==> src/rtl/decode_stage.sv <==
// ---------------------------------------------------------------------------
// decode_stage
//
// Purpose:
//   Receiving end of the fetch interface. An IF/ID register captures the
//   instruction word, 26-bit control bundle and sequential PC from fetch.
//   Register and immediate fields are extracted from the IF/ID word and
//   registered, together with the bundle and PC, into an ID/EX register
//   that drives execute. Load-use hazards against the instruction in
//   ID/EX stall fetch for one cycle and insert a bubble. Flushes for taken
//   branches and jumps resolved in EX kill both younger stages. A
//   saturating counter tracks load-use stall cycles.
//
// Fetch handshake:
//   Fetch always presents a word (instruction_in/bundle_in/pc_seq_in).
//   pc_enable_out is the ready: a word is accepted into IF/ID on a rising
//   edge where pc_enable_out=1 and flush_in=0. When pc_enable_out=0 fetch
//   must keep presenting the same word. A flush discards whatever fetch
//   presents on that edge; fetch redirects via its own next-PC path.
//
// Ports:
//   clk              in   rising-edge clock
//   reset            in   asynchronous, active-high reset
//   instruction_in   in   [31:0] instruction word from fetch
//   bundle_in        in   [25:0] control bundle from fetch (bit 2 = data_mem_re)
//   pc_seq_in        in   [31:0] PC+4 from fetch
//   flush_in         in   kill younger instructions (taken branch/jump in EX)
//   pc_enable_out    out  fetch PC/ROM advance enable
//   instruction_out  out  [31:0] ID/EX instruction
//   bundle_out       out  [25:0] ID/EX control bundle
//   pc_seq_out       out  [31:0] ID/EX PC+4
//   rs_out           out  [4:0]  field [25:21]
//   rt_out           out  [4:0]  field [20:16]
//   rd_out           out  [4:0]  field [15:11]
//   shamt_out        out  [4:0]  field [10:6]
//   imm_out          out  [15:0] field [15:0]
//   valid_out        out  ID/EX holds a real instruction
//   stall_count_out  out  [STALL_CNT_WIDTH-1:0] saturating load-use stall count
// ---------------------------------------------------------------------------
module decode_stage #(
    parameter logic [31:0] NOP_INSTR       = 32'h3400_0000,
    parameter int          STALL_CNT_WIDTH = 16
) (
    input  logic                       clk,
    input  logic                       reset,
    input  logic [31:0]                instruction_in,
    input  logic [25:0]                bundle_in,
    input  logic [31:0]                pc_seq_in,
    input  logic                       flush_in,
    output logic                       pc_enable_out,
    output logic [31:0]                instruction_out,
    output logic [25:0]                bundle_out,
    output logic [31:0]                pc_seq_out,
    output logic [4:0]                 rs_out,
    output logic [4:0]                 rt_out,
    output logic [4:0]                 rd_out,
    output logic [4:0]                 shamt_out,
    output logic [15:0]                imm_out,
    output logic                       valid_out,
    output logic [STALL_CNT_WIDTH-1:0] stall_count_out
);

    // Fields of the bubble word, used for reset and bubble insertion.
    localparam logic [4:0]  NOP_RS    = NOP_INSTR[25:21];
    localparam logic [4:0]  NOP_RT    = NOP_INSTR[20:16];
    localparam logic [4:0]  NOP_RD    = NOP_INSTR[15:11];
    localparam logic [4:0]  NOP_SHAMT = NOP_INSTR[10:6];
    localparam logic [15:0] NOP_IMM   = NOP_INSTR[15:0];

    localparam logic [STALL_CNT_WIDTH-1:0] STALL_CNT_MAX = '1;
    localparam logic [STALL_CNT_WIDTH-1:0] STALL_CNT_ONE =
        {{(STALL_CNT_WIDTH-1){1'b0}}, 1'b1};

    // Bundle bit that marks a load (data memory read).
    localparam int BUNDLE_MEM_RE = 2;

    // What the pipeline registers do on the coming edge, in priority order.
    typedef enum logic [1:0] {
        ACT_ADVANCE = 2'd0,
        ACT_STALL   = 2'd1,
        ACT_FLUSH   = 2'd2
    } action_t;

    // -----------------------------------------------------------------------
    // IF/ID register
    // -----------------------------------------------------------------------
    logic [31:0] fd_instr;
    logic [25:0] fd_bundle;
    logic [31:0] fd_pc;
    logic        fd_valid;

    // -----------------------------------------------------------------------
    // ID/EX register
    // -----------------------------------------------------------------------
    logic [31:0] ex_instr;
    logic [25:0] ex_bundle;
    logic [31:0] ex_pc;
    logic [4:0]  ex_rs;
    logic [4:0]  ex_rt;
    logic [4:0]  ex_rd;
    logic [4:0]  ex_shamt;
    logic [15:0] ex_imm;
    logic        ex_valid;

    logic [STALL_CNT_WIDTH-1:0] stall_cnt;

    // -----------------------------------------------------------------------
    // Field decode from the IF/ID word
    // -----------------------------------------------------------------------
    logic [4:0]  dec_rs;
    logic [4:0]  dec_rt;
    logic [4:0]  dec_rd;
    logic [4:0]  dec_shamt;
    logic [15:0] dec_imm;

    always_comb begin
        dec_rs    = fd_instr[25:21];
        dec_rt    = fd_instr[20:16];
        dec_rd    = fd_instr[15:11];
        dec_shamt = fd_instr[10:6];
        dec_imm   = fd_instr[15:0];
    end

    // -----------------------------------------------------------------------
    // Load-use hazard
    // The rt match is made for every instruction, whether or not it really
    // reads rt: a spurious one-cycle stall is cheaper than decoding the
    // opcode here. A load into $zero never produces a value worth waiting
    // for, so it never stalls.
    // -----------------------------------------------------------------------
    logic hazard;
    logic rt_is_src;

    always_comb begin
        rt_is_src = (ex_rt == dec_rs) || (ex_rt == dec_rt);
        hazard    = fd_valid && ex_valid && ex_bundle[BUNDLE_MEM_RE] &&
                    (ex_rt != 5'd0) && rt_is_src;
    end

    // Fetch keeps advancing during a flush; it loads the redirect target.
    assign pc_enable_out = ~hazard & ~reset;

    action_t action;

    always_comb begin
        action = ACT_ADVANCE;
        if (flush_in) begin
            action = ACT_FLUSH;
        end else if (hazard) begin
            action = ACT_STALL;
        end
    end

    // -----------------------------------------------------------------------
    // IF/ID update
    // -----------------------------------------------------------------------
    always_ff @(posedge clk or posedge reset) begin
        if (reset) begin
            fd_instr  <= NOP_INSTR;
            fd_bundle <= 26'd0;
            fd_pc     <= 32'd0;
            fd_valid  <= 1'b0;
        end else begin
            case (action)
                ACT_FLUSH: begin
                    fd_instr  <= NOP_INSTR;
                    fd_bundle <= 26'd0;
                    fd_pc     <= 32'd0;
                    fd_valid  <= 1'b0;
                end
                ACT_STALL: begin
                    // Hold: the dependent instruction retries next cycle.
                    fd_instr  <= fd_instr;
                    fd_bundle <= fd_bundle;
                    fd_pc     <= fd_pc;
                    fd_valid  <= fd_valid;
                end
                default: begin
                    fd_instr  <= instruction_in;
                    fd_bundle <= bundle_in;
                    fd_pc     <= pc_seq_in;
                    fd_valid  <= 1'b1;
                end
            endcase
        end
    end

    // -----------------------------------------------------------------------
    // ID/EX update
    // A bubble clears the bundle, so the load that caused a stall no longer
    // looks like a load on the next cycle and the stall lasts one cycle.
    // -----------------------------------------------------------------------
    always_ff @(posedge clk or posedge reset) begin
        if (reset) begin
            ex_instr  <= NOP_INSTR;
            ex_bundle <= 26'd0;
            ex_pc     <= 32'd0;
            ex_rs     <= NOP_RS;
            ex_rt     <= NOP_RT;
            ex_rd     <= NOP_RD;
            ex_shamt  <= NOP_SHAMT;
            ex_imm    <= NOP_IMM;
            ex_valid  <= 1'b0;
        end else begin
            case (action)
                ACT_FLUSH, ACT_STALL: begin
                    ex_instr  <= NOP_INSTR;
                    ex_bundle <= 26'd0;
                    ex_pc     <= 32'd0;
                    ex_rs     <= NOP_RS;
                    ex_rt     <= NOP_RT;
                    ex_rd     <= NOP_RD;
                    ex_shamt  <= NOP_SHAMT;
                    ex_imm    <= NOP_IMM;
                    ex_valid  <= 1'b0;
                end
                default: begin
                    ex_instr  <= fd_instr;
                    ex_bundle <= fd_bundle;
                    ex_pc     <= fd_pc;
                    ex_rs     <= dec_rs;
                    ex_rt     <= dec_rt;
                    ex_rd     <= dec_rd;
                    ex_shamt  <= dec_shamt;
                    ex_imm    <= dec_imm;
                    ex_valid  <= fd_valid;
                end
            endcase
        end
    end

    // -----------------------------------------------------------------------
    // Saturating stall counter: counts load-use stall cycles only; a flush
    // that wins over a hazard is not a stall.
    // -----------------------------------------------------------------------
    always_ff @(posedge clk or posedge reset) begin
        if (reset) begin
            stall_cnt <= '0;
        end else if ((action == ACT_STALL) && (stall_cnt != STALL_CNT_MAX)) begin
            stall_cnt <= stall_cnt + STALL_CNT_ONE;
        end
    end

    // -----------------------------------------------------------------------
    // Outputs
    // -----------------------------------------------------------------------
    assign instruction_out = ex_instr;
    assign bundle_out      = ex_bundle;
    assign pc_seq_out      = ex_pc;
    assign rs_out          = ex_rs;
    assign rt_out          = ex_rt;
    assign rd_out          = ex_rd;
    assign shamt_out       = ex_shamt;
    assign imm_out         = ex_imm;
    assign valid_out       = ex_valid;
    assign stall_count_out = stall_cnt;

endmodule

==> config.mk <==
export PLATFORM = sky130hd
export DESIGN_NAME = decode_stage
export DESIGN_NICKNAME = d
export VERILOG_FILES = /design/src/rtl/decode_stage.sv
export SDC_FILE = /design/constraint.sdc
export NUM_CORES = 1
export LEC_CHECK = 0
export ABC_AREA = 1
export ABC_CLOCK_PERIOD_IN_PS = 11500
export CORE_MARGIN = 1.5
export CORE_UTILIZATION = 50
export CTS_BUF_LIST = sky130_fd_sc_hd__clkbuf_2 sky130_fd_sc_hd__clkbuf_4 sky130_fd_sc_hd__clkbuf_8
export DETAILED_ROUTE_END_ITERATION = 8
export PLACE_DENSITY = 0.84
export REMOVE_ABC_BUFFERS = 1
export SYNTH_ARGS = -nofsm -noshare
export SYNTH_HDL_FRONTEND = slang
export SYNTH_SLANG_ARGS = --single-unit
==> constraint.sdc <==
create_clock -name clk -period 11.5 [get_ports clk]
set_input_delay 2.3 -clock clk [delete_from_list [all_inputs] [get_ports clk]]
set_output_delay 2.3 -clock clk [all_outputs]
set_load 0.02 [all_outputs]
==> metrics.yaml <==
sta:
  slew_violations: 0
  tightestPinTransition_ns: 1.11
  grt_setup_unrepaired: "no"
  slew-limit-headroom_pct: 25.7
  fin_hold_ws_ns: 0.488
  final.setup_skew_ns: 0.0170
  final_min_period_over_clock_period_pct: 51.0
  hold_violations: 0
  fin_crit_ns: 5.86
  fin_setup_tns_ns: 0
  max_freq_mhz: 171
  final_critical_path_setup_slack_ns: 5.64
  report.final.setup_viol: 0
hold_path:
  worstHoldPathCells: 2
  hold_path.startpoint: "fd_instr[28]$_DFFE_PP1P_"
  hold_path.class: "register to register"
  holdPathEnd: "instruction_out[28]$_DFF_PP1_"
setup_path:
  crit-reg2reg-launch: "rt_out[2]$_DFF_PP0_"
  worst-r2r-cell-count: 11
  cp_slowest_stage_delay_ns: 0.61
  crit_cells: 3
  critical-path-slowest-cell: "sky130_fd_sc_hd__clkdlybuf4s50_1"
  critical_path_sink_type: "output port"
  critical_path.max_fanout: 2
  internal_reg_to_reg_setup_slack_ns: 8.41
  crit_type: "primary input to output port"
  arrival_ns: 3.56
  worst_path_most_repeated_cell: "sky130_fd_sc_hd__clkdlybuf4s50_1"
  path_delay_family: "buffers and inverters"
  worst-endpoint-required_ns: 9.20
  worstSetupStartpointType: "primary input"
  cp_buf_inv_count: 2
  reg2reg_to: "rt_out[2]$_DFF_PP0_"
  path_cells: "clkdlybuf4s50_1 > nor2_1 > clkdlybuf4s50_1"
finish:
  mostFrequentLayoutCells: "sky130_fd_sc_hd__clkdlybuf4s50_1 (236), sky130_fd_sc_hd__dfrtp_1 (192), sky130_fd_sc_hd__inv_1 (105)"
  finalNetCount: 1074
  antenna_cells_inserted: 0
  layout-area-overhead-vs-synth_pct: 32.9
  mostFrequentLayoutCell: "sky130_fd_sc_hd__clkdlybuf4s50_1"
  number_of_cells_in_the_finished_layout_apart_from_fillers: 1204
  share_of_layout_cells_above_drive_strength_1_pct: 7.96
run_status:
  status: "completed"
power:
  ir_drop_v: 0.0000794
  p_total_mw: 1.37
  powerDensity_nw_per_um2: 131
  power.leakage_nw: 4.83
grt:
  first_pass_grt_wire_length_mm: 28.9
  antenna_violations_before_repair: 0
  grt_pass1_vias: 5907
  maximum_number_of_pins_on_one_net_before_global_route_repair: 112
  gr-usage-all-layers_pct: 22.6
  globalRoute.totalOverflow: 0
yosys:
  postSynthCellCount: 798
  yosysUniqueCellTypes: 28
  yosys_warnings: 0
  synth_top_cell_by_area: "sky130_fd_sc_hd__dfrtp_1"
  syn-mean-instance-area_um2: 9.86
  synth-seq-area-share_pct: 63.0
  synth_top_area_share_pct: 61.0
  synth.ff_latch_count: 198
  synth_area_um2: 7870
  yosys-top-cells-area: "sky130_fd_sc_hd__dfrtp_1 (61%), sky130_fd_sc_hd__nand3_1 (6.3%), sky130_fd_sc_hd__inv_1 (5.1%)"
place:
  minimum_setup_slack_after_placement_ns: 5.63
  post-place-cells: 1172
  finalWeightedCongestion: 0.880
  port_buffers: 236
  hpwl_mm: 11.3
clock_tree:
  cts_sinks: 198
  clkSlewWorstSetupHoldPaths_ns: 0.09
  clk-insertion-delay-late_ns: 0.46
  htree_num_levels: 4
  post_cts_hold_buffer_count: 0
  cts_resized: 0
  tritoncts.num_buffers: 17
  cts_tree: "done"
  clock_tree.buffer_depth: 2
  cell_at_the_root_of_the_clock_tree: "sky130_fd_sc_hd__clkbuf_8"
  cts.repair_timing.setup_buffer_count: 0
drt:
  num_vias: 5967
  detailed_route_drc_error_count: 0
  post_drt_wl_per_cell_um: 14.7
  vias_per_cell: 4.96
  routed_wl_mm: 17.7
  detail-route-antenna-nets: 0
  drt_pass1_iterations: 5
  drt_first_iter_violations: 413
flow_run:
  drv_cap: 0
floorplan:
  rows: 45
  chip_width_um: 128
  die-height_um: 128
  coreArea_um2: 15300
  dieArea_um2: 16500
  start_util_pct: 51.4
  floorplan.io_pins: 237
-- how the worst max path moves through the flow --
stage               startpoint                       to  slack, ns
floorplan                reset  bundle_out[0]$_DFF_PP0_       3.81
global placement         reset            pc_enable_out       5.64
detailed placement       reset            pc_enable_out       5.63
CTS                      reset            pc_enable_out       5.62
global route             reset            pc_enable_out       5.59
finish                   reset            pc_enable_out       5.64
-- routing by layer --
| layer | track usage, % | routed length, um |
|---|---|---|
| met5 | 0 | 0 |
| met4 | 9.12 | 476 |
| met3 | 7.61 | 1350 |
| met2 | 37.7 | 8810 |
| met1 | 27.2 | 7100 |
-- worst register-to-register path: cells and delay by family, from the launching register on --
kind / cells / cell delay [ns]
flip-flops: 1 / 0.47
buffers and inverters: 3 / 1.23
AND/OR/NAND/NOR: 8 / 1.24
-- power breakdown --
group / internal, mW / switching [mW]
sequential: 0.725 / 0.0116
clock: 0.233 / 0.234
combinational: 0.0757 / 0.0858
-- logic make-up (layout without fill, tap and decap cells) --
family	Yosys count	in the layout	share of synthesized area, %
AOI/OAI and AO/OA	94	94	6.01
DFF	198	198	63.0
xor gates and xnor gates	16	16	1.78
and+or+nand+nor	302	302	17.6
buffers and inverters	187	382	11.4
adders and majority gates	1	1	0.159
-- cell usage after synthesis, drive strengths merged --
cell type  count
buf           68
clkbuf         7
dfrtp        192
dfstp          6
ha             1
inv          112
nand2         88
nand3        100
nand3b         1
nand4          3
nor2         104
nor3           6
o21ai         93
o21bai         1
xnor2          6
xor2          10
-- metrics by stage --
stage          instance area, um2  util [%]
3_3_place_gp                10000      65.6
4_1_cts                     10500      68.3
5_1_grt                     10500      68.3
6_report                    10500      68.3
3_5_place_dp                10000      65.6
2_1_floorplan                7390         -
-- flip-flops by register name, indices dropped and copies added, names as in the netlist, 4 cells and up --
signal and cells:
bundle_out 26, fd_bundle 26, fd_instr 32, fd_pc 32, imm_out 15, instruction_out 9
pc_seq_out 32, rs_out 4, rt_out 4, stall_count_out 16
-- layout make-up --
class | instances | area [um2]
inverter | 112 | 432
multi-input combinational | 413 | 2010
timing repair buffer | 238 | 2380
clock inverter | 10 | 143
sequential | 198 | 4960
fill | 1208 | 4850
tap | 211 | 264
clock buffer | 22 | 278
Power figures use the tool's default switching activity.
